===== src/rtl/reg_bus_arbiter.sv =====
// Two-requester arbiter onto a shared one-hot-select 16-bit register bus; one transaction in flight.
// Define REG_ARB_RR_EN for round-robin contention handling; otherwise m0 has fixed priority.
module reg_bus_arbiter #(
  parameter int NREG = 4,
  parameter int AW   = 2
) (
  input  logic            clk,
  input  logic            rstn,
  input  logic            m0_req_valid,
  output logic            m0_req_ready,
  input  logic            m0_req_wr,
  input  logic [AW-1:0]   m0_req_addr,
  input  logic [15:0]     m0_req_wdata,
  output logic            m0_rsp_valid,
  output logic [15:0]     m0_rsp_rdata,
  output logic            m0_rsp_err,
  input  logic            m1_req_valid,
  output logic            m1_req_ready,
  input  logic            m1_req_wr,
  input  logic [AW-1:0]   m1_req_addr,
  input  logic [15:0]     m1_req_wdata,
  output logic            m1_rsp_valid,
  output logic [15:0]     m1_rsp_rdata,
  output logic            m1_rsp_err,
  output logic [NREG-1:0] sel,
  output logic            wr,
  output logic [15:0]     wdata,
  input  logic [15:0]     rdata
);

  typedef enum logic [1:0] {IDLE, ACCESS, RESP} state_t;

  typedef struct packed {
    logic          wr;
    logic [AW-1:0] addr;
    logic [15:0]   wdata;
  } req_t;

  state_t      state, state_nx;
  req_t        cmd;
  logic        owner;
  logic [15:0] cap;
  logic        g0, g1, hs, in_range;

`ifdef REG_ARB_RR_EN
  logic last;  // 1 = m1 granted most recently

  always_comb begin
    g0 = 1'b0;
    g1 = 1'b0;
    if (state == IDLE) begin
      if (m0_req_valid && m1_req_valid) begin
        g0 = last;
        g1 = ~last;
      end else begin
        g0 = m0_req_valid;
        g1 = m1_req_valid;
      end
    end
  end

  always_ff @(posedge clk or negedge rstn) begin
    if (!rstn)   last <= 1'b1;
    else if (hs) last <= g1;
  end
`else
  always_comb begin
    g0 = 1'b0;
    g1 = 1'b0;
    if (state == IDLE) begin
      g0 = m0_req_valid;
      g1 = m1_req_valid & ~m0_req_valid;
    end
  end
`endif

  assign m0_req_ready = g0;
  assign m1_req_ready = g1;
  assign hs           = g0 | g1;
  assign in_range     = (int'(cmd.addr) < NREG);

  always_comb begin
    state_nx = state;
    case (state)
      IDLE:    if (hs) state_nx = ACCESS;
      ACCESS:  state_nx = RESP;
      RESP:    state_nx = IDLE;
      default: state_nx = IDLE;
    endcase
  end

  always_ff @(posedge clk or negedge rstn) begin
    if (!rstn) begin
      state <= IDLE;
      cmd   <= '0;
      owner <= 1'b0;
      cap   <= '0;
    end else begin
      state <= state_nx;
      if (hs) begin
        owner <= g1;
        cmd   <= g1 ? req_t'{m1_req_wr, m1_req_addr, m1_req_wdata}
                    : req_t'{m0_req_wr, m0_req_addr, m0_req_wdata};
      end
      if (state == ACCESS && !cmd.wr && in_range) cap <= rdata;
    end
  end

  // Bus outputs decode straight from state so an async reset drops them at once.
  always_comb begin
    sel   = '0;
    wr    = 1'b0;
    wdata = '0;
    if (state == ACCESS) begin
      wdata = cmd.wdata;
      if (in_range) begin
        wr = cmd.wr;
        for (int i = 0; i < NREG; i++) sel[i] = (cmd.addr == AW'(i));
      end
    end
  end

  logic        rsp;
  logic [15:0] rsp_data;

  assign rsp      = (state == RESP);
  assign rsp_data = (!cmd.wr && in_range) ? cap : 16'h0;

  assign m0_rsp_valid = rsp & ~owner;
  assign m1_rsp_valid = rsp &  owner;
  assign m0_rsp_rdata = m0_rsp_valid ? rsp_data : 16'h0;
  assign m1_rsp_rdata = m1_rsp_valid ? rsp_data : 16'h0;
  assign m0_rsp_err   = m0_rsp_valid & ~in_range;
  assign m1_rsp_err   = m1_rsp_valid & ~in_range;

endmodule


===== config.mk =====
export PLATFORM = sky130hd
export DESIGN_NAME = reg_bus_arbiter
export DESIGN_NICKNAME = d
export VERILOG_FILES = /design/src/rtl/reg_bus_arbiter.sv
export SDC_FILE = /design/constraint.sdc
export NUM_CORES = 1
export LEC_CHECK = 0
export ABC_AREA = 0
export BUFFER_PORTS_ARGS = -buffer_cell sky130_fd_sc_hd__buf_2
export CAP_MARGIN = 20
export CORE_ASPECT_RATIO = 0.9
export CORE_MARGIN = 2
export CORE_UTILIZATION = 49
export CTS_BUF_LIST = sky130_fd_sc_hd__clkbuf_8
export CTS_CLUSTER_DIAMETER = 60
export DETAILED_ROUTE_END_ITERATION = 10
export GPL_TIMING_DRIVEN = 0
export PLACE_DENSITY = 0.87
export SYNTH_ARGS = -nofsm -noshare
export SYNTH_HDL_FRONTEND = slang
export SYNTH_SLANG_ARGS = --single-unit

===== constraint.sdc =====
create_clock -name clk -period 3.2 [get_ports clk]
set_clock_uncertainty 0.05 [all_clocks]
set_input_delay 0.16 -clock clk [delete_from_list [all_inputs] [get_ports clk]]
set_output_delay 0.16 -clock clk [all_outputs]
set_load 0.01 [all_outputs]

==> flow_summary.json <==
{
  "status": "complete, no violations",
  "critPathKind": "flop to primary output",
  "worst_pin_slew_ns": 0.8450,
  "post_cts_buffers": 0,
  "max-vdd-ir-drop_v": 0.0005695,
  "place.port_buffers": 114,
  "n_antenna_cell": 0,
  "cts_root_buffer": "clkbuf_8",
  "crit_fanout": 10,
  "drc": 0,
  "period_share_pct": 70.53,
  "hold_path_class": "input port to flop",
  "core_sq_um": 4101,
  "rows": 22,
  "antenna_found_initial": 0,
  "grt_max_degree": 39,
  "fin_setup_tns_ns": 0,
  "final_common_cell": "buf_2",
  "max_stage_delay_ns": 0.70,
  "final_cell_mix": "120 x buf_2, 38 x dfrtp_1, 34 x and3_1, 22 x inv_1",
  "final-setup-viol-count": 0,
  "ant_nets": 0,
  "ys_ff_latch": 38,
  "cts_tree": "yes",
  "cp_top_family": "simple AND/OR/NAND/NOR gates",
  "cts_buffer_depth": 2,
  "yosysWarnings": 0,
  "leakage_nw": 1.759,
  "grt_use_total_pct": 22.30,
  "crit_chain": "nor3b_1 > buf_2 > and3_1 > buf_2",
  "first_iter_violations": 92,
  "wire_per_inst_microns": 14.08,
  "worst-path-buf-inv": 2,
  "cpMostUsedCell": "buf_2",
  "grt_pass1_wl_mm": 8.010,
  "cap_violations": 0,
  "die_height_microns": 65.99,
  "min_period_ns": 2.257,
  "cp-end-kind": "primary output",
  "cp-start-kind": "flop",
  "grt.overflow.total": 0,
  "postLayoutSetupSlackWorst_ns": 0.9431,
  "worstPathRequired_ns": 2.99,
  "pin_count": 117,
  "synthCells": 194,
  "viasPerCell": 5.082,
  "worstSetupPathDepth": 4,
  "cts_resized": 0,
  "area_growth_pct": 36.06,
  "ff2ff_path_depth": 4,
  "finalMaxSlewViolations": 0,
  "netlist_area_sq_um": 2092,
  "cpMaxStageDelayCell": "nor3b_1",
  "fin_nets": 375,
  "report.final.hold_viol_count": 0,
  "cts_buffers": 5,
  "vias": 1860,
  "wl_mm": 5.155,
  "yosysSeqAreaShare_pct": 45.45,
  "die_w_microns": 72.88,
  "relSlewSlack_pct": 43.66,
  "place_congestion": 0.8196,
  "rsz0062_at_grt": "false",
  "worst-r2r-setup-slack_ns": 1.51,
  "final_layout_size_suffix_gt1_share_pct": 53.46,
  "cts_sinks": 38,
  "dpl_worst_slack_ns": 1.245,
  "power_density_nw_per_um2": 826.4,
  "insertion_delay_ns": 0.28,
  "cp.arrival_ns": 2.05,
  "htree_levels": 2,
  "avgSynthCellArea_sq_um": 10.78,
  "start_util_pct": 51.01,
  "cts_hold_buffers": 1,
  "clk_pin_slew_ns": 0.07,
  "max_freq_ghz": 0.4431,
  "dieArea_sq_um": 4809,
  "hpwl_mm": 3.869,
  "firstDrtPassIters": 4,
  "worstHoldPathCells": 2,
  "ys_types": 22,
  "grt_pass1_vias": 1736
}
==> where the power goes <==
part	leakage [nW]	internal, mW	total [mW]	switching, mW
sequential	0.447	0.729	0.850	0.121
clock	0.0575	0.217	0.378	0.161
combinational	1.25	0.505	1.12	0.619
==> logic make-up (layout without fill, tap and decap cells) <==
| group | count (synthesis) | count (layout) | synth area share (%) |
|---|---|---|---|
| and+or+nand+nor | 61 | 61 | 16.45 |
| DFF | 38 | 38 | 45.45 |
| AOI/OAI and AO/OA | 22 | 22 | 12.08 |
| buffers and inverters | 38 | 161 | 8.612 |
| muxes | 34 | 34 | 17.22 |
| other | 1 | 2 | 0.1793 |
==> cells in the mapped netlist (all sizes together) <==
cell	count	area, sq um
inv	22	82.58
nor3	2	10.01
nor3b	2	15.01
or4b	1	13.76
mux2i	18	180.2
and3	34	212.7
mux2	16	180.2
o21ai	2	10.01
a22o	2	17.52
nor2b	1	6.260
conb	1	3.750
and2	1	6.260
buf	13	86.33
a22oi	18	225.2
clkbuf	3	11.26
nand2b	1	6.260
dfrtp	38	950.9
nor2	19	73.82
==> per-stage QoR <==
step                utilization (%)  instance area (sq um)  instances  power [mW]  hold WS [ns]
floorplan                         -                   2096        195       1.599       -0.1856
global placement              66.47                   2726        357       1.942        0.2580
detailed placement            66.47                   2726        357       1.991        0.2667
CTS                           69.40                   2846        366       2.376       0.04162
global route                  69.40                   2846        366       2.537       0.03797
finish                        69.40                   2846        366       2.352       0.05186
==> state kept, by name, indices dropped and copies added (netlist names) <==
| name | count |
|---|---|
| cmd | 19 |
| cap | 16 |
| owner | 1 |
| state | 2 |
==> routing by layer <==
layer,global-route usage [%],wire [microns],share of wire [%]
met5,0,0,0
met4,8.796,85,1.6
met3,5.030,250,4.8
met2,37.95,2604,51
met1,27.37,2215,43
==> final cells by class <==
class | count | area, sq um
Sequential cell | 38 | 950.9
Timing Repair Buffer | 115 | 580.6
Inverter | 22 | 82.58
Clock buffer | 8 | 110.1
Multi-Input combinational cell | 119 | 964.7
Fill cell | 317 | 1255
Buffer | 16 | 97.59
Tap cell | 48 | 60.06
==> path summary, 6_finish.rpt <==
path                                  endpoint            startpoint
max                           m1_rsp_rdata[14]  state[0]$_DFFE_PN0P_
min                         cap[8]$_DFFE_PN0P_              rdata[8]
max reg2reg                cap[12]$_DFFE_PN0P_  state[1]$_DFFE_PN0P_
min reg2reg                 cap[1]$_DFFE_PN0P_    cap[1]$_DFFE_PN0P_
max in group asynchronous  cmd[10]$_DFFE_PN0P_                  rstn
min in group asynchronous   cmd[4]$_DFFE_PN0P_                  rstn
Note: power is estimated with default switching activity, not from simulation.
